==> src/rtl/enemy_pkg.sv <==
// Shared types and constants for the enemy mover and the stride sequencer.
package enemy_pkg;
  typedef enum logic [1:0] {
    E_IDLE    = 2'd0,
    E_CHASE   = 2'd1,
    E_CONTACT = 2'd2
  } enemy_state_t;

  typedef enum logic [1:0] {
    DIR_UP    = 2'd0,
    DIR_DOWN  = 2'd1,
    DIR_LEFT  = 2'd2,
    DIR_RIGHT = 2'd3
  } dir_t;

  localparam logic [1:0] COMMIT_STEP = 2'd3;
endpackage

==> src/rtl/enemy_step_calc.sv <==
// Combinational stride planner: picks the dominant axis toward the player and
// produces the clamped next position, applied delta, facing and contact flag.
module enemy_step_calc
  import enemy_pkg::*;
#(
  parameter logic [2:0] STEP_SIZE    = 3'd2,
  parameter logic [8:0] CONTACT_DIST = 9'd2,
  parameter logic [8:0] X_MIN        = 9'd8,
  parameter logic [8:0] X_MAX        = 9'd311,
  parameter logic [8:0] Y_MIN        = 9'd8,
  parameter logic [8:0] Y_MAX        = 9'd231
) (
  input  logic [8:0] enemy_x,
  input  logic [8:0] enemy_y,
  input  logic [8:0] player_x,
  input  logic [8:0] player_y,
  output logic [8:0] next_x,
  output logic [8:0] next_y,
  output logic [8:0] motion_x,
  output logic [8:0] motion_y,
  output dir_t       move_dir,
  output logic       moved,
  output logic       contact
);

  logic signed [9:0]  dx, dy, adx, ady, d_sel, ad_sel, step, delta;
  logic signed [10:0] raw;
  logic [8:0]         cur_sel, sel_lo, sel_hi, tgt;
  logic               x_axis;

  function automatic logic [8:0] sat_pos(input logic signed [10:0] v,
                                         input logic [8:0] lo_b,
                                         input logic [8:0] hi_b);
    if (v < $signed({2'b00, lo_b}))      return lo_b;
    else if (v > $signed({2'b00, hi_b})) return hi_b;
    else                                 return v[8:0];
  endfunction

  always_comb begin
    // 10-bit signed differences so far-apart positions never wrap
    dx      = $signed({1'b0, player_x}) - $signed({1'b0, enemy_x});
    dy      = $signed({1'b0, player_y}) - $signed({1'b0, enemy_y});
    adx     = (dx < 0) ? -dx : dx;
    ady     = (dy < 0) ? -dy : dy;
    contact = (adx <= $signed({1'b0, CONTACT_DIST})) && (ady <= $signed({1'b0, CONTACT_DIST}));
    x_axis  = (adx >= ady);
    d_sel   = x_axis ? dx : dy;
    ad_sel  = x_axis ? adx : ady;
    cur_sel = x_axis ? enemy_x : enemy_y;
    sel_lo  = x_axis ? X_MIN : Y_MIN;
    sel_hi  = x_axis ? X_MAX : Y_MAX;
    step    = (ad_sel < $signed({7'd0, STEP_SIZE})) ? ad_sel : $signed({7'd0, STEP_SIZE});
    raw     = (d_sel < 0) ? $signed({2'b00, cur_sel}) - $signed({1'b0, step})
                          : $signed({2'b00, cur_sel}) + $signed({1'b0, step});
    tgt     = sat_pos(raw, sel_lo, sel_hi);
    delta   = $signed({1'b0, tgt}) - $signed({1'b0, cur_sel});
    moved   = (delta != 10'sd0);
    next_x   = x_axis ? tgt : enemy_x;
    next_y   = x_axis ? enemy_y : tgt;
    motion_x = x_axis ? delta[8:0] : 9'd0;
    motion_y = x_axis ? 9'd0 : delta[8:0];
    if (x_axis) move_dir = (d_sel < 0) ? DIR_LEFT : DIR_RIGHT;
    else        move_dir = (d_sel < 0) ? DIR_UP : DIR_DOWN;
  end

endmodule

==> src/rtl/enemy_mover.sv <==
// Single-enemy chaser: spawn/kill lifecycle, stride-committed motion toward the
// player, and periodic damage pulses while touching the player.
module enemy_mover
  import enemy_pkg::*;
#(
  parameter logic [2:0] STEP_SIZE    = 3'd2,
  parameter logic [8:0] CONTACT_DIST = 9'd2,
  parameter logic [5:0] HIT_PERIOD   = 6'd30,
  parameter logic [8:0] X_MIN        = 9'd8,
  parameter logic [8:0] X_MAX        = 9'd311,
  parameter logic [8:0] Y_MIN        = 9'd8,
  parameter logic [8:0] Y_MAX        = 9'd231
) (
  input  logic       frame_clk,
  input  logic       Reset,
  input  logic [1:0] Step_Count,
  input  logic [8:0] Player_X,
  input  logic [8:0] Player_Y,
  input  logic       Spawn,
  input  logic [8:0] Spawn_X,
  input  logic [8:0] Spawn_Y,
  input  logic       Kill,
  output logic [8:0] Enemy_X,
  output logic [8:0] Enemy_Y,
  output logic [8:0] Enemy_X_Motion,
  output logic [8:0] Enemy_Y_Motion,
  output logic [1:0] Enemy_Dir,
  output logic       Active,
  output logic       Hit
);

  enemy_state_t state;
  dir_t         dir_q;
  logic [5:0]   hit_timer;
  logic [8:0]   next_x, next_y, motion_x, motion_y;
  dir_t         move_dir;
  logic         moved, contact;

  function automatic logic [8:0] sat_spawn(input logic [8:0] v,
                                           input logic [8:0] lo_b,
                                           input logic [8:0] hi_b);
    if (v < lo_b)      return lo_b;
    else if (v > hi_b) return hi_b;
    else               return v;
  endfunction

  enemy_step_calc #(
    .STEP_SIZE(STEP_SIZE), .CONTACT_DIST(CONTACT_DIST),
    .X_MIN(X_MIN), .X_MAX(X_MAX), .Y_MIN(Y_MIN), .Y_MAX(Y_MAX)
  ) u_step (
    .enemy_x(Enemy_X), .enemy_y(Enemy_Y),
    .player_x(Player_X), .player_y(Player_Y),
    .next_x(next_x), .next_y(next_y),
    .motion_x(motion_x), .motion_y(motion_y),
    .move_dir(move_dir), .moved(moved), .contact(contact)
  );

  assign Enemy_Dir = dir_q;
  assign Active    = (state != E_IDLE);

  always_ff @(posedge frame_clk or posedge Reset) begin
    if (Reset) begin
      state          <= E_IDLE;
      Enemy_X        <= '0;
      Enemy_Y        <= '0;
      Enemy_X_Motion <= '0;
      Enemy_Y_Motion <= '0;
      dir_q          <= DIR_DOWN;
      Hit            <= 1'b0;
      hit_timer      <= '0;
    end else begin
      Enemy_X_Motion <= '0;
      Enemy_Y_Motion <= '0;
      Hit            <= 1'b0;
      if (Kill) begin
        state     <= E_IDLE;
        hit_timer <= '0;
      end else begin
        case (state)
          E_IDLE: if (Spawn) begin
            state   <= E_CHASE;
            Enemy_X <= sat_spawn(Spawn_X, X_MIN, X_MAX);
            Enemy_Y <= sat_spawn(Spawn_Y, Y_MIN, Y_MAX);
          end
          E_CHASE: begin
            // A commit on the entry frame still lands; contact is judged on the old position
            if (Step_Count == COMMIT_STEP && moved) begin
              Enemy_X        <= next_x;
              Enemy_Y        <= next_y;
              Enemy_X_Motion <= motion_x;
              Enemy_Y_Motion <= motion_y;
              dir_q          <= move_dir;
            end
            if (contact) begin
              state     <= E_CONTACT;
              hit_timer <= '0;
              Hit       <= 1'b1;
            end
          end
          E_CONTACT: begin
            if (!contact) begin
              state     <= E_CHASE;
              hit_timer <= '0;
            end else if (hit_timer == HIT_PERIOD - 6'd1) begin
              hit_timer <= '0;
              Hit       <= 1'b1;
            end else begin
              hit_timer <= hit_timer + 6'd1;
            end
          end
          default: state <= E_IDLE;
        endcase
      end
    end
  end

endmodule

==> config.mk <==
export PLATFORM = sky130hd
export DESIGN_NAME = enemy_mover
export DESIGN_NICKNAME = d
export VERILOG_FILES = /design/src/rtl/enemy_pkg.sv /design/src/rtl/enemy_step_calc.sv /design/src/rtl/enemy_mover.sv
export SDC_FILE = /design/constraint.sdc
export NUM_CORES = 1
export LEC_CHECK = 0
export CAP_MARGIN = 20
export CORE_ASPECT_RATIO = 1.2
export CORE_MARGIN = 8
export CORE_UTILIZATION = 35
export CTS_BUF_LIST = sky130_fd_sc_hd__clkbuf_4 sky130_fd_sc_hd__clkbuf_8
export DETAILED_ROUTE_END_ITERATION = 8
export PLACE_DENSITY = 0.58
export SLEW_MARGIN = 20
export SYNTH_ARGS = -nofsm -noshare
export SYNTH_HDL_FRONTEND = slang
export SYNTH_SLANG_ARGS = --single-unit
==> constraint.sdc <==
create_clock -name frame_clk -period 16.47 [get_ports frame_clk]
set_input_delay 3.294 -clock frame_clk [delete_from_list [all_inputs] [get_ports frame_clk]]
set_output_delay 3.294 -clock frame_clk [all_outputs]
set_load 0.005 [all_outputs]
==> out/metrics.csv, run 1 <==
metric,value,unit
gp_congestion,0.945,
met2_length,8720,µm
grt_max_degree,48,
die_area,20800,µm²
worstHoldPathCells,1,
hold_violations,0,
rsz0062_at_grt,no,
holdPathEnd,hit_timer[5]$_DFFE_PP0P_,
holdCritPathClass,reg2reg,
clkSinkCount,47,
reg2reg_depth,58,
synth_top_area_share,20.0,%
nNetsFinal,890,
timing.final.crit_share,92.9,%
clk_path_buf_depth,2,
async_flop_share,100,%
drive_above_1_share,7.24,%
diodes,0,
rows,51,
cp-startpoint,Player_Y[6],
fin_tns_setup,0,ns
portBuffers,81,
viasPerCell,5.53,
fin_area,6850,µm²
reg2reg_from,Enemy_Y[6]$_DFFE_PP0P_,
maxCapViolCount,0,
required,16.68,ns
min-delay-start,hit_timer[5]$_DFFE_PP0P_,
synth.avg_cell_area,8.02,µm²
routed.top_layer,met4,
synth_area,5750,µm²
critPathKind,in2reg,
final_antenna_net_count,0,
outcome,"finished, final reports clean",
grt_use_total,18.1,%
post_cts_buffers,0,
grt_pass1_wl,30200,µm
grt_overflow,0,
fp.dieW,133,µm
met3_length,1090,µm
cts_tree,done,
num_io_pins,82,
cp-start-kind,input pin,
worstSetupEndpointType,flip-flop,
timing.rr.end,Enemy_X[5]$_DFFE_PP0P_,
routed_wl,18700,µm
ys.flop_type,dfrtp_1,
m1WireLength,8010,µm
final_cells,999,
slew_violations,0,
synth_edf_count,0,
ys_seq_elements,47,
fin_ws,1.17,ns
path_common_cell,a21o_1,
synth.distinct_cells,84,
yosysWarningCount,0,
grt_pass1_vias,5629,
holdBufCountCts,0,
tightest_slew,0.809,ns
pre_cts_slack,0.768,ns
setup_violations,0,
max_freq,65.4,MHz
syn_inst,717,
dp_hpwl,15300,µm
clockRootBuffer,clkbuf_8,
drt-initial-drc-count,279,
placedCellCount,992,
coreArea,16100,µm²
placed_cell_area,6750,µm²
yosys.area.top_type,dfrtp_1,
die_y,156,µm
clk_pin_slew,0.09,ns
dr.pass1.iters,5,
min_period,15.30,ns
antenna_found_initial,0,
seq_area_frac_synth,20.5,%
drc,0,
crit_fanout,20,
area_growth,19.1,%
crit_arrival,15.51,ns
worstSkewPairLatency,0.31,ns
max_slew_margin,46.0,%
wl_per_cell,18.7,µm
initial_core_util,35.6,%
cts_buffers,5,
synth_area_leaders,"dfrtp_1 20%, ha_1 12%, nor2_1 5.7%",
nFillCells,1661,
fin_worst_skew,0.0121,ns
worst_path_max_delay_cell,ha_1,
regToRegSetupSlack,3.99,ns
synth_nets,820,
cts_max_level,2,
cpPeakStageDelay,0.56,ns
vias,5529,
-- registers in the layout, summed over array words and instances (netlist names) --
signal,cells
Enemy_Dir,2
Enemy_X,9
Enemy_X_Motion,9
Enemy_Y,9
Enemy_Y_Motion,9
Hit,1
hit_timer,6
state,2
-- cells in the final DEF (no fill, tap or decap), types with 8 or more instances in the layout --
cell type / instances
a211oi_1: 8
a21o_1: 26
a21oi_1: 41
a31oi_1: 20
clkdlybuf4s50_1: 81
dfrtp_1: 46
ha_1: 57
inv_1: 55
mux2i_1: 15
nand2_1: 47
nand2b_1: 16
nand3_1: 12
nand4_1: 9
nor2_1: 88
nor2b_1: 14
nor3_1: 10
o21ai_0: 34
xnor2_1: 28
xor2_1: 22
-- critical path: cells and delay by family --
kind,cells,cell delay [ns]
fa+ha+maj,7,2.38
buf+inv,4,1.26
compound gates,32,6.25
xor+xnor,3,0.50
simple gates,12,1.75
-- how the worst max path moves through the flow --
| stage | to | slack [ns] |
|---|---|---|
| 2_1_floorplan | Enemy_Y[5]$_DFFE_PP0P_ | 2.02 |
| 6_report | Enemy_X[5]$_DFFE_PP0P_ | 1.17 |
| 4_1_cts | Enemy_X[5]$_DFFE_PP0P_ | 1.09 |
| 5_1_grt | Enemy_X[5]$_DFFE_PP0P_ | 0.13 |
| 3_3_place_gp | Enemy_X[5]$_DFFE_PP0P_ | 1.00 |
| 3_5_place_dp | Enemy_X[5]$_DFFE_PP0P_ | 0.77 |
-- layer usage --
metal | global-route usage, % | vias up
met4 | 10.1 | 0
met5 | 0 | -
met1 | 21.4 | 2582
met2 | 30.2 | 178
met3 | 3.40 | 50
li1 | - | 2719
-- metrics by stage --
stage | hold WS (ns) | util (%)
2_1_floorplan | 0.447 | -
3_3_place_gp | 0.472 | 41.8
3_5_place_dp | 0.472 | 41.8
4_1_cts | 0.484 | 42.4
5_1_grt | 0.527 | 42.4
6_report | 0.486 | 42.4
-- timing repair --
action / 4_1_cts / 5_1_grt
gates resized for setup: 0 / 2
hold endpoints to repair: 0 / 0
endpoints found under the setup margin: 0 / 8
-- layout make-up --
cell class	instances	area (µm²)	area share (%)
clock inverters	1	8.76	0.128
well taps	212	265	3.87
flip-flops and latches	47	1180	17.2
repair buffers	87	856	12.5
multi-input cells	588	4240	61.9
clock buffers	6	82.6	1.21
inverters	58	223	3.25
-- synthesized netlist by cell type (all sizes together), types with 9 or more instances --
library cell,n
a21o,26
nand2b,16
nor2b,14
o21ai,39
clkbuf,14
xnor2,32
a21oi,44
mux2i,15
inv,57
nand3,12
nor3,13
buf,10
a211oi,11
xor2,22
nand4,9
nand2,47
ha,57
nor2,88
a31oi,21
dfrtp,46
-- kinds of logic after synthesis --
family	after synthesis	share of synthesized area [%]
buf+inv	82	5.98
fa+ha+maj	61	13.8
flops	47	20.5
xor+xnor	54	8.74
compound gates	210	26.7
mux	18	3.20
simple gates	245	21.1
Power of run 1 is left out: the tool's default activity adds up to more than one toggle a clock period on the data nets, which glitch-free logic cannot reach.
==> run 2: changes to the inputs <==
CORE_MARGIN = 2   (was 8)
==> out/metrics.csv, run 2 (same netlist as run 1, synthesis figures left out) <==
metric,value,unit
critPathKind,in2reg,
grt_use_met2,34.8,%
grt_pass1_vias,5339,
tightest_slew,0.846,ns
vias,5471,
num_io_pins,82,
drc,0,
area_growth,19.8,%
grt_pass1_wl,27800,µm
diodes,0,
maxCapViolCount,0,
final_antenna_net_count,0,
portBuffers,81,
max_freq,65.8,MHz
outcome,"finished, final reports clean",
reg2reg_from,Enemy_Y[4]$_DFFE_PP0P_,
crit_fanout,20,
worst_path_max_delay_cell,ha_1,
hold-worst-slack,0.502,ns
grtUsageMet3,1.85,%
rows,51,
wl_per_cell,17.4,µm
die_y,144,µm
clk_path_buf_depth,2,
fin_tns_setup,0,ns
max_slew_margin,43.2,%
fp.dieW,121,µm
timing.final.crit_share,92.3,%
antenna_found_initial,0,
hold_violations,0,
clockRootBuffer,clkbuf_8,
postLayoutCoreUtil,42.7,%
mostFrequentLayoutCells,"88 x nor2_1, 81 x clkdlybuf4s50_1, 57 x ha_1",
setup_violations,0,
grt_use_total,20.2,%
top_usage_layer,met2,
placedCellCount,991,
clkSinkCount,47,
dp_hpwl,14200,µm
cts_max_level,2,
cpPeakStageDelay,0.56,ns
min-delay-start,hit_timer[5]$_DFFE_PP0P_,
cts-resized-gates,0,
final_common_cell,nor2_1,
timing.rr.end,Enemy_Y[5]$_DFFE_PP0P_,
grt_max_degree,48,
fin_worst_skew,0.0101,ns
slew_violations,0,
initial_core_util,35.6,%
required,16.69,ns
worstSetupEndpointType,flip-flop,
clk_pin_slew,0.10,ns
worstSkewPairLatency,0.32,ns
cts_buffers,5,
drive_above_1_share,7.12,%
min_period,15.20,ns
regToRegSetupSlack,4.09,ns
routed_wl,17400,µm
post_cts_buffers,0,
viasPerCell,5.48,
gp_congestion,0.927,
crit_arrival,15.42,ns
reg2reg_depth,60,
holdBufCountCts,0,
final_cells,999,
grt_overflow,0,
holdCritPathClass,reg2reg,
path_common_cell,a21o_1,
die_area,17500,µm²
dr.pass1.iters,6,
cp-start-kind,input pin,
coreArea,16100,µm²
worstHoldPathCells,1,
nNetsFinal,889,
grt_use_met1,26.4,%
holdPathEnd,hit_timer[5]$_DFFE_PP0P_,
drt-initial-drc-count,227,
rsz0062_at_grt,no,
cts_tree,done,
-- run 2: how the worst max path moves through the flow --
stage / start / endpoint / slack, ns / cells after the start
after global placement: Player_Y[6] / Enemy_X[5]$_DFFE_PP0P_ / 0.92 / 58
after global routing: Player_Y[1] / Enemy_X[8]$_DFFE_PP0P_ / 0.14 / 58
after CTS: Player_Y[6] / Enemy_X[5]$_DFFE_PP0P_ / 1.10 / 58
final: Player_Y[6] / Enemy_Y[5]$_DFFE_PP0P_ / 1.27 / 61
after floorplan: Player_Y[2] / Enemy_Y[5]$_DFFE_PP0P_ / 2.02 / 61
after detailed placement: Player_Y[6] / Enemy_X[5]$_DFFE_PP0P_ / 0.80 / 58
-- run 2: worst max-delay path: cells and delay by family --
kind	cells	cell delay, ns
AO/OA/AOI/OAI	33	6.29
XOR/XNOR	2	0.51
buffers and inverters	6	1.25
adder cells (fa/ha/maj)	7	2.33
AND/OR/NAND/NOR	13	1.75
-- run 2: stage by stage --
step,area (µm²),worst slack (ns)
2_1_floorplan,5750,2.02
4_1_cts,6890,1.10
6_report,6890,1.27
3_5_place_dp,6750,0.801
5_1_grt,6890,0.138
3_3_place_gp,6750,0.916
-- run 2: metal layers --
layer	share of wire, %	vias up
met5	0	-
met4	2.8	0
met3	4.5	28
met2	48	167
met1	45	2566
li1	-	2710
-- run 2: final cells by class --
type                            count  area [µm²]
Timing Repair Buffer               86         848
Tap cell                          212         265
Clock inverter                      3        67.6
Multi-Input combinational cell    588        4250
Sequential cell                    47        1180
Inverter                           58         219
Clock buffer                        5        68.8
Fill cell                        1644        9250
Power of run 2 is left out for the same reason.
==> run 3: changes to the inputs <==
CTS_BUF_LIST = unset   (was sky130_fd_sc_hd__clkbuf_4 sky130_fd_sc_hd__clkbuf_8)
==> out/metrics.csv, run 3 (same netlist as run 1, synthesis figures left out) <==
metric,value,unit
outcome,"finished, final reports clean",
area_growth,20.8,%
max_freq,65.6,MHz
die_y,144,µm
cts_tree,done,
fp.dieW,121,µm
crit_fanout,20,
coreArea,16100,µm²
num_io_pins,82,
portBuffers,81,
vias,5468,
maxCapViolCount,0,
min_period,15.24,ns
cpPeakStageDelay,0.57,ns
worstSkewPairLatency,0.30,ns
drt-initial-drc-count,276,
max_slew_margin,43.1,%
timing.final.crit_share,92.5,%
antenna_found_initial,0,
dp_hpwl,14200,µm
critPathKind,in2reg,
clockRootBuffer,clkbuf_16,
worst_path_max_delay_cell,ha_1,
min-delay-start,hit_timer[5]$_DFFE_PP0P_,
viasPerCell,5.47,
cp-startpoint,Player_Y[6],
grt_pass1_vias,5336,
worstSetupEndpointType,flip-flop,
final_common_cell,nor2_1,
final_antenna_net_count,0,
final_cells,999,
cts_buffers,5,
cts_max_level,2,
reg2reg_from,Enemy_Y[4]$_DFFE_PP0P_,
crit_arrival,15.43,ns
diodes,0,
gp_congestion,0.927,
setup_violations,0,
postLayoutCoreUtil,43.1,%
fin_tns_setup,0,ns
grt_overflow,0,
fin_worst_skew,0.00939,ns
post_cts_buffers,0,
required,16.66,ns
path_common_cell,a21o_1,
rows,51,
drc,0,
clkSinkCount,47,
grt_max_degree,48,
clk_path_buf_depth,2,
drive_above_1_share,7.12,%
dr.pass1.iters,5,
wl_per_cell,17.4,µm
tightest_slew,0.847,ns
rsz0062_at_grt,no,
holdCritPathClass,reg2reg,
hold-worst-slack,0.499,ns
hold_violations,0,
holdBufCountCts,0,
initial_core_util,35.6,%
placedCellCount,991,
mostFrequentLayoutCells,"88 x nor2_1, 81 x clkdlybuf4s50_1, 57 x ha_1",
die_area,17500,µm²
slew_violations,0,
clk_pin_slew,0.07,ns
nNetsFinal,889,
grt_pass1_wl,27800,µm
routed_wl,17400,µm
cp-start-kind,input pin,
grt_use_total,20.2,%
[run 3: cell counts in the layout (fill, tap and decap cells not counted)]
Identical to the previous run, type by type.
[run 3: per-stage QoR]
step	worst slack, ns	cell area, µm²
finish	1.23	6950
global route	0.104	6950
CTS	1.07	6940
detailed placement	0.801	6750
global placement	0.916	6750
floorplan	2.02	5750
[run 3: final timing paths]
path,to,slack [ns],cells past startpoint
hold reg to reg,hit_timer[5]$_DFFE_PP0P_,0.50,1
max in group asynchronous,state[0]$_DFFE_PP0P_,12.52,2
setup reg to reg,Enemy_Y[5]$_DFFE_PP0P_,4.11,60
setup / recovery,Enemy_Y[5]$_DFFE_PP0P_,1.23,61
min in group asynchronous,Enemy_Dir[1]$_DFFE_PP0P_,3.45,2
hold / removal,hit_timer[5]$_DFFE_PP0P_,0.50,1
[run 3: layout make-up]
class | count | area (µm²)
clock buffer | 5 | 125
clock inverter | 3 | 67.6
fill | 1635 | 9190
inverter | 58 | 219
multi-input combinational | 588 | 4250
sequential | 47 | 1180
tap | 212 | 265
timing repair buffer | 86 | 848
[run 3: timing repair]
| item | in CTS | in global routing |
|---|---|---|
| resized for setup | 0 | 1 |
| endpoints found under the hold margin | 0 | 0 |
| setup endpoints to repair | 0 | 4 |
[run 3: routing by layer]
layer / global-route usage [%] / wire (µm)
met5: 0 / 0
met4: 7.10 / 473
met3: 1.74 / 937
met2: 34.8 / 8370
met1: 26.4 / 7620
[run 3: critical path: cells and delay by family]
kind	cells	cell delay [ns]
compound gates	33	6.30
buf+inv	6	1.24
simple gates	13	1.74
xor+xnor	2	0.39
fa+ha+maj	7	2.47
Power of run 3 is left out for the same reason.
